===== src/rtl/ks_add_arbiter.sv =====
// Round-robin arbiter sharing one registered Kogge-Stone adder among NREQ requesters.
// One operation in flight: IDLE (accept) -> WAIT (adder result) -> RESP (hold until taken).
// A per-requester carry register lets a requester chain multi-word additions.

// Registered Kogge-Stone adder: the sum of the current inputs appears one cycle later.
module kogge_stone_Nbit #(
    parameter int unsigned bw = 32
) (
    input  logic          clk,
    input  logic          resetn,
    input  logic [bw-1:0] i_a,
    input  logic [bw-1:0] i_b,
    input  logic          i_cin,
    output logic [bw-1:0] o_sum,
    output logic          o_cout
);

    localparam int unsigned Levels = $clog2(bw);

    logic [bw:0] w_res;
    logic [bw-1:0] r_sum;
    logic          r_cout;

    // Parallel-prefix carry network; carry-in is folded into bit 0's generate.
    function automatic logic [bw:0] ks_add(input logic [bw-1:0] a, input logic [bw-1:0] b,
                                           input logic cin);
        logic [bw-1:0] p0;
        logic [bw-1:0] g;
        logic [bw-1:0] p;
        logic [bw-1:0] g_n;
        logic [bw-1:0] p_n;
        logic [bw:0]   res;
        p0   = a ^ b;
        g    = a & b;
        g[0] = g[0] | (p0[0] & cin);
        p    = p0;
        for (int l = 0; l < int'(Levels); l++) begin
            g_n = g;
            p_n = p;
            for (int i = 0; i < int'(bw); i++) begin
                if (i >= (1 << l)) begin
                    g_n[i] = g[i] | (p[i] & g[i - (1 << l)]);
                    p_n[i] = p[i] & p[i - (1 << l)];
                end
            end
            g = g_n;
            p = p_n;
        end
        res    = '0;
        res[0] = p0[0] ^ cin;
        for (int i = 1; i < int'(bw); i++) begin
            res[i] = p0[i] ^ g[i - 1];
        end
        res[bw] = g[bw - 1];
        return res;
    endfunction

    // Combinational prefix sum of the current inputs.
    always_comb begin
        w_res = ks_add(i_a, i_b, i_cin);
    end

    // Output register: holds the result of the previous cycle's operands.
    always_ff @(posedge clk or negedge resetn) begin
        if (!resetn) begin
            r_sum  <= '0;
            r_cout <= 1'b0;
        end else begin
            r_sum  <= w_res[bw-1:0];
            r_cout <= w_res[bw];
        end
    end

    assign o_sum  = r_sum;
    assign o_cout = r_cout;

endmodule

module ks_add_arbiter #(
    parameter int unsigned BW   = 32,
    parameter int unsigned NREQ = 4,
    parameter int unsigned IDW  = $clog2(NREQ)
) (
    input  logic             clk,
    input  logic             resetn,
    input  logic [NREQ-1:0]    i_req_valid,
    output logic [NREQ-1:0]    o_req_ready,
    input  logic [NREQ*BW-1:0] i_req_a,
    input  logic [NREQ*BW-1:0] i_req_b,
    input  logic [NREQ-1:0]    i_req_cin,
    input  logic [NREQ-1:0]    i_req_chain,
    output logic               o_rsp_valid,
    input  logic               i_rsp_ready,
    output logic [IDW-1:0]     o_rsp_id,
    output logic [BW-1:0]      o_rsp_sum,
    output logic               o_rsp_cout
);

    typedef enum logic [1:0] {
        StIdle,
        StWait,
        StResp
    } state_e;

    state_e          r_state;
    state_e          w_state_d;
    logic [IDW-1:0]  r_last;
    logic [IDW-1:0]  r_cur_id;
    logic [NREQ-1:0] r_carry;
    logic [BW-1:0]   r_rsp_sum;
    logic            r_rsp_cout;
    logic [IDW-1:0]  r_rsp_id;

    logic            w_any;
    logic [IDW-1:0]  w_gnt_id;
    logic            w_accept;
    logic [BW-1:0]   w_add_a;
    logic [BW-1:0]   w_add_b;
    logic            w_add_cin;
    logic [BW-1:0]   w_add_sum;
    logic            w_add_cout;

    // Round-robin search from last+1; iterating downwards leaves the nearest valid as winner.
    always_comb begin
        w_any    = 1'b0;
        w_gnt_id = '0;
        for (int k = int'(NREQ); k >= 1; k--) begin
            if (i_req_valid[(int'(r_last) + k) % int'(NREQ)]) begin
                w_any    = 1'b1;
                w_gnt_id = IDW'((int'(r_last) + k) % int'(NREQ));
            end
        end
    end

    // Handshake only in IDLE; resetn gates ready so nothing is accepted while held in reset.
    assign w_accept = resetn && (r_state == StIdle) && w_any;

    // One-hot ready for the granted requester.
    always_comb begin
        o_req_ready = '0;
        if (w_accept) begin
            o_req_ready[w_gnt_id] = 1'b1;
        end
    end

    // Adder operand mux: driven from the winner only in the accept cycle, else zero.
    always_comb begin
        w_add_a   = '0;
        w_add_b   = '0;
        w_add_cin = 1'b0;
        if (w_accept) begin
            w_add_a   = i_req_a[int'(w_gnt_id) * int'(BW) +: BW];
            w_add_b   = i_req_b[int'(w_gnt_id) * int'(BW) +: BW];
            w_add_cin = i_req_chain[w_gnt_id] ? r_carry[w_gnt_id] : i_req_cin[w_gnt_id];
        end
    end

    kogge_stone_Nbit #(
        .bw(BW)
    ) u_adder (
        .clk    (clk),
        .resetn (resetn),
        .i_a    (w_add_a),
        .i_b    (w_add_b),
        .i_cin  (w_add_cin),
        .o_sum  (w_add_sum),
        .o_cout (w_add_cout)
    );

    // Next-state logic for the single-operation pipeline.
    always_comb begin
        w_state_d = r_state;
        unique case (r_state)
            StIdle: if (w_any) w_state_d = StWait;
            StWait: w_state_d = StResp;
            StResp: if (i_rsp_ready) w_state_d = StIdle;
            default: w_state_d = StIdle;
        endcase
    end

    // State, grant pointer and in-flight requester id.
    always_ff @(posedge clk or negedge resetn) begin
        if (!resetn) begin
            r_state  <= StIdle;
            r_last   <= IDW'(NREQ - 1);
            r_cur_id <= '0;
        end else begin
            r_state <= w_state_d;
            if (w_accept) begin
                r_last   <= w_gnt_id;
                r_cur_id <= w_gnt_id;
            end
        end
    end

    // Capture the adder result and the requester's carry at the end of WAIT.
    always_ff @(posedge clk or negedge resetn) begin
        if (!resetn) begin
            r_rsp_sum  <= '0;
            r_rsp_cout <= 1'b0;
            r_rsp_id   <= '0;
            r_carry    <= '0;
        end else if (r_state == StWait) begin
            r_rsp_sum         <= w_add_sum;
            r_rsp_cout        <= w_add_cout;
            r_rsp_id          <= r_cur_id;
            r_carry[r_cur_id] <= w_add_cout;
        end
    end

    assign o_rsp_valid = (r_state == StResp);
    assign o_rsp_sum   = r_rsp_sum;
    assign o_rsp_cout  = r_rsp_cout;
    assign o_rsp_id    = r_rsp_id;

endmodule


===== config.mk =====
export PLATFORM = sky130hd
export DESIGN_NAME = ks_add_arbiter
export DESIGN_NICKNAME = d
export VERILOG_FILES = /design/src/rtl/ks_add_arbiter.sv
export SDC_FILE = /design/constraint.sdc
export NUM_CORES = 1
export LEC_CHECK = 0
export ABC_CLOCK_PERIOD_IN_PS = 12200
export CAP_MARGIN = 20
export CORE_MARGIN = 3
export CORE_UTILIZATION = 35
export CTS_CLUSTER_DIAMETER = 40
export DETAILED_ROUTE_END_ITERATION = 8
export PLACE_DENSITY = 0.72
export REMOVE_ABC_BUFFERS = 1
export SLEW_MARGIN = 20
export SYNTH_ARGS = -nofsm -noshare
export SYNTH_HDL_FRONTEND = slang
export SYNTH_HIERARCHICAL = 1
export SYNTH_SLANG_ARGS = --single-unit

===== constraint.sdc =====
create_clock -name clk -period 12.2 [get_ports clk]
set_input_delay 1.22 -clock clk [delete_from_list [all_inputs] [get_ports clk]]
set_output_delay 1.22 -clock clk [all_outputs]
set_load 0.01 [all_outputs]

# --- Word-level counts from Yosys, hierarchy flattened ---
# Cells that the tools add are included.
classes:
  n_bitwise: 396
  add_sub_neg: 4
  shifts: 2
  n_lt_le_gt_ge: 8
  eq_ne: 4
  n_reduce_logical: 10
  n_mux: 39
ops:
  columns: ["cell", "n"]
  rows:
  - ["$shiftx A128 B8 Y32", 2]
  - ["$and A1 B1 Y1", 228]
  - ["$or A1 B1 Y1", 130]
  - ["$mux W32", 2]
  - ["$and A32 B32 Y32", 1]
  - ["$xor A1 B1 Y1", 32]
  - ["$xor A32 B32 Y32", 1]
  - ["$mux W1", 19]
  - ["$lt A3 B4 Y1 const B", 4]
  - ["$bmux W1 S2", 7]
  - ["$mux W2", 6]
  - ["$reduce_or A2 Y1", 4]
  - ["$lt A2 B3 Y1 const B", 2]
  - ["$pmux W2 S3", 1]
  - ["$add A2 B1 Y2 const B", 2]
  - ["$add A2 B2 Y2 const B", 2]
  - ["$and A1 B1 Y1 const A", 4]
  - ["$bwmux W4", 1]
  - ["$demux W1 S2", 2]
  - ["$ge A2 B1 Y1 const B", 2]
  - ["$logic_and A1 B1 Y1", 4]
  - ["$mux W4", 1]
  - ["$eq A2 B1 Y1 const B", 1]
  - ["$eq A2 B2 Y1 const B", 1]
  - ["4 further kinds", 4]
totals:
  wordCells: 472
  inputBits: 271
  out_inout_bits: 40
  regBits: 78

# --- Logic depth before layout (Yosys ltp) ---
depth:
  ltp_word: 26
  ltp_mapped: 18
  depth_no_buf: 15

# --- Modules after synthesis ---
# Netlist, hierarchy kept.
by_module_without_submodules:
  columns: ["module", "seq_area_each_um2", "n_inst", "cells_per_inst", "area_per_inst_um2"]
  rows:
  - ["ks_add_arbiter", 1128.6, 1, 432, 3870.0]
  - ["kogge_stone_Nbit", 825.8, 1, 226, 2323.5]

# --- Worst setup path before layout ---
# Ideal clock, no wire load.
synth_path:
  path_kind: "input-to-reg"
  startpoint: "in i_req_valid[1]"
  endpoint: "reg u_adder.r_sum[30] (netlist: u_adder/o_sum[30])"
  cell_stages: 17
  path_buffers: 2
  setup_time_ps: 80
  arrival_ps: 4863
  required_ps: 12120
  slack_ps: 7257
  path_cell_list: "o21ai_1 a21boi_1 or3_4 nand3_1 buf_2 buf_2 o22ai_1 fa_1 fa_1 a211oi_1 o211ai_1 and4_1 a221oi_2 a21oi_1 a221o_1 a21oi_1 xnor2_1"
synth_between:
  elab_cells_between_ends: 121
  cone_classes: "shift (2); mux (30); bitwise (88); reduce/logical (1)"
synth_rtl:
  columns: ["element", "line", "rtl"]
  rows:
  - ["start: declaration", "86", "input logic [NREQ-1:0] i_req_valid,"]
  - ["$bmux W1 S2", "128", "if (i_req_valid[(int'(r_last) + k) % int'(NREQ)]) begin"]
  - ["$mux W1 (not written as such) (2 in a row)", "128", null]
  - ["$mux W2 / $mux W1 (equally long branches) (4 in a row)", "128", null]
  - ["$shiftx A128 B8 Y32 / $logic_and A1 B1 Y1 (equally long branches)", "152, 136", null]
  - ["$mux W32 (*)", "151", "if (w_accept) begin"]
  - ["net w_add_a[0]", "117", "logic [BW-1:0] w_add_a;"]
  - ["$xor A32 B32 Y32", "33", "p0 = a ^ b;"]
  - ["$and A1 B1 Y1", "35", "g[0] = g[0] | (p0[0] & cin);"]
  - ["(+3 left out)", null, null]
  - ["$and A1 B1 Y1 (*)", "42", "g_n[i] = g[i] | (p[i] & g[i - (1 << l)]);"]
  - ["$or A1 B1 Y1 (*)", "42", null]
  - ["$and A1 B1 Y1 (*)", "42", null]
  - ["$or A1 B1 Y1 (*)", "42", null]
  - ["$and A1 B1 Y1 (*)", "42", null]
  - ["$or A1 B1 Y1 (*)", "42", null]
  - ["$xor A1 B1 Y1 (*)", "52", "res[i] = p0[i] ^ g[i - 1];"]
  - ["net u_adder.w_res[30]", "20", "logic [bw:0] w_res;"]
  - ["end signal: assignment", "69", "r_sum <= w_res[bw-1:0];"]
  - ["end: declaration", "21", "logic [bw-1:0] r_sum;"]
# The timed path passes the listed nets; every way through them passes the cells marked *. The select of a mux whose other input is x is not followed.
# A chain may end at the register's enable or synchronous reset.

# --- Worst setup path after layout ---
# Same ends and word-level chain as after synthesis.

==> impl_metrics.csv <==
group,metric,value,unit
outcome,status,"finished, final reports clean",
sta,setup-tns-final,0,ns
sta,skew,0.01106,ns
global_routing,grt_start_max_net_pins,67,
clocking,clock_latency,0.34,ns
global_routing,busiest_layer,"met2",
synth,syn_area,6193,µm²
setup_path,cp-end-kind,"register",
drt,ant_nets,0,
synth,synthAdderAreaFrac,0.06909,
synth,ys_types,60,
clocking,cts_buffers,9,
min_path,holdPathEnd,"o_rsp_sum[21]$_DFFE_PN0P_",
setup_path,r2r-start,"r_last[1]$_DFFE_PN1P_",
floorplanning,die_w,139.0,µm
synth,ys_seq_area_frac,0.3156,
pwr,leakagePower,4.546,nW
synth,syn_avg_cell_area,9.413,µm²
min_path,hp-start,"u_adder/o_sum[21]$_DFF_PN0_",
sta,clock.fmax,0.1505,GHz
setup_path,start_kind,"primary input",
setup_path,worst-path-max-fanout,63,
global_routing,grt_pass1_wl,29.93,mm
sta,worst_pin_slew,1.016,ns
synth,synthMuxAreaShare,0.2261,
synth,synth_cells,658,
drt,firstDrtPassIters,4,
placement,place_inst,1160,
clocking,cts_resized,0,
drt,drc,0,
synth,synth_top_family_by_area,"multiplexers",
synth,synthXorXnorAreaFrac,0.04242,
cells_and_area,diodes,0,
synth,synth-compound-area-share,0.1804,
global_routing,gr-usage-met3,0.03621,
setup_path,cp.required,12.46,ns
pwr,p_per_area,155.3,nW/µm²
floorplanning,start_util,0.3581,
sta,fin_crit,6.647,ns
clocking,ctsHtreeMaxLevel,3,
drt,vias_per_cell,5.037,
setup_path,r2r-end,"u_adder/o_sum[30]$_DFF_PN0_",
setup_path,cp_data_arrival_time,6.91,ns
synth,synth_edf_count,0,
clocking,root_buffer,"clkbuf_16",
sta,rsz0062_at_grt,"false",
floorplanning,rows,48,
synth,ys.warnings.count,6,
global_routing,antenna_found_initial,0,
floorplanning,core_area,17300,µm²
clocking,clk_pin_slew_worst_paths,0.07,ns
cells_and_area,finalNonFillerCells,1176,
placement,routabilityCongestion,0.8381,
setup_path,rr_worst_depth,16,
placement,io_buffers,310,
drt,drtIter0Drc,222,
floorplanning,dieArea,19330,µm²
sta,slew_headroom,0.3225,
global_routing,grt.overflow.total,0,
sta,finalSetupViolations,0,
drt,wl_per_cell,16.10,µm
clocking,cts_hold_buf,0,
sta,fin_crit_sh,0.5448,
cells_and_area,area_growth,56.99,%
cells_and_area,drive_above_1_share,0.06835,
drt,num_vias,5923,
drt,routed_wl,18.94,mm
min_path,worstHoldPathCells,2,
floorplanning,fp.dieH,139.0,µm
min_path,hp-class,"register to register",
clocking,postCtsSetupBuffers,0,
synth,ys.flop_type,"dfrtp_1",
global_routing,met2_usage,0.3416,
pwr,ir_worst_vdd,0.1084,mV
global_routing,grt_pass1_vias,6013,
sta,slew_viol_final,0,
synth,async_reset_ff_frac,1.000,
setup_path,criticalPathCategory,"primary input to register",
synth,ys_ff_latch,78,
clocking,clockBufferDepth,2,
clocking,cts_tree,"built",
placement,hpwlAfterDp,14.68,mm
setup_path,reg2reg_slack,6.43,ns
clocking,clock_sinks,78,
setup_path,crit_start,"i_req_valid[1]",
cells_and_area,layout.nets,1250,
run,maxCapViolCount,0,
floorplanning,io_pins,311,
synth,synthSimpleGateAreaFrac,0.1273,
global_routing,use_met1,0.2292,
sta,hold_viol,0,
global_routing,grtUsageTotal,0.1873,
power by group:
group	switching, mW	total (mW)	leakage [nW]	internal, mW
logic	0.446	0.863	3.38	0.416
registers	0.0405	0.384	1.03	0.343
clock network	0.117	0.263	0.138	0.147
flip-flops by register name, indices dropped and copies added (netlist names):
signal / cells
r_last: 2
o_rsp_id: 2
o_rsp_cout: 1
o_rsp_sum: 32
r_cur_id: 2
r_state: 2
u_adder/o_cout: 1
u_adder/o_sum: 32
r_carry: 4
synthesized netlist by cell type (all sizes together), types with 3 or more instances:
library cell | n | share of area
mux2i | 132 | 0.21
nand2 | 123 | 0.075
dfrtp | 76 | 0.31
o22ai | 64 | 0.081
ha | 31 | 0.063
a21oi | 29 | 0.023
buf | 28 | 0.028
xnor2 | 20 | 0.028
a21o | 16 | 0.020
o21ai | 14 | 0.012
nor2 | 12 | 0.0081
clkbuf | 10 | 0.0061
xor2 | 10 | 0.014
inv | 8 | 0.0048
nand2b | 8 | 0.0081
mux2 | 7 | 0.013
nand3 | 6 | 0.0048
nor3 | 5 | 0.0048
nand4 | 4 | 0.0040
nor2b | 4 | 0.0040
a211oi | 3 | 0.0036
a221o | 3 | 0.0048
a31oi | 3 | 0.0030
and2 | 3 | 0.0030
and4 | 3 | 0.0044
o21a | 3 | 0.0036
o21bai | 3 | 0.0036
o31ai | 3 | 0.0059
routing by layer:
layer	vias to the layer above	wire length, µm
li1	2986	-
met1	2746	8122
met2	171	9661
met3	20	869
met4	0	284
met5	-	0
per-stage QoR:
step                      worst slack (ns)  hold WS [ns]  power, mW  instance area, µm²  utilization
after floorplan                      5.166        0.4143     0.9750                5981            -
after global placement               5.352        0.4180      1.249                9432       0.5453
after detailed placement             5.223        0.4230      1.262                9432       0.5453
after CTS                            5.566        0.4333      1.530                9723       0.5621
after global routing                 5.255        0.4531      1.621                9723       0.5621
final                                5.553        0.4311      1.510                9723       0.5621
area by class of cell:
cell class | instances | area, µm²
Multi-Input combinational cell | 534 | 4028
Fill cell | 1598 | 7574
Tap cell | 225 | 281.5
Clock buffer | 10 | 239.0
Sequential cell | 78 | 1954
Timing Repair Buffer | 315 | 3138
Clock inverter | 6 | 52.55
Inverter | 8 | 30.03
worst max-delay path by stage:
stage / depth (start not counted) / to / slack [ns]
after floorplan: 15 / u_adder/o_sum[30]$_DFF_PN0_ / 5.17
after global routing: 17 / u_adder/o_sum[30]$_DFF_PN0_ / 5.26
after detailed placement: 17 / u_adder/o_sum[30]$_DFF_PN0_ / 5.22
after global placement: 17 / u_adder/o_sum[30]$_DFF_PN0_ / 5.35
final: 17 / u_adder/o_sum[30]$_DFF_PN0_ / 5.55
after CTS: 17 / u_adder/o_sum[30]$_DFF_PN0_ / 5.57
placed cells by master, fill, tap and decap left out, types with 5 or more instances in the layout:
master,synthesis,routed
nor2_1,10,10
mux2_2,7,7
buf_4,7,6
o21ai_0,12,12
dfrtp_1,76,76
nand2_1,123,123
mux2i_1,132,132
ha_1,31,31
xnor2_1,20,20
nand2b_1,8,7
inv_1,8,8
clkdlybuf4s50_1,0,309
clkbuf_16,0,9
o22ai_2,16,16
nand3_1,6,5
o22ai_1,48,48
xor2_1,10,10
a21o_1,14,14
a21oi_1,29,29
logic make-up (layout without fill, tap and decap cells):
family / after synthesis / count (layout)
XOR/XNOR: 30 / 30
flip-flops: 78 / 78
AO/OA/AOI/OAI: 154 / 154
multiplexers: 139 / 139
buffers and inverters: 46 / 339
AND/OR/NAND/NOR: 178 / 178
adder cells (fa/ha/maj): 33 / 33
critical path, cell delays in order:
cell and delay [ns]:
clkdlybuf4s50_1 0.49, nor2b_1 0.18, a21oi_1 0.17, o221a_4 0.57, buf_4 0.87, mux2i_1 0.30
o22ai_1 0.13, fa_1 0.50, fa_1 0.44, a211oi_1 0.36, o211ai_1 0.27, and4_1 0.24
a221oi_2 0.26, a21oi_1 0.21, a221o_1 0.35, a21oi_1 0.18, xnor2_1 0.13
Note: power is estimated with default switching activity, not from simulation.
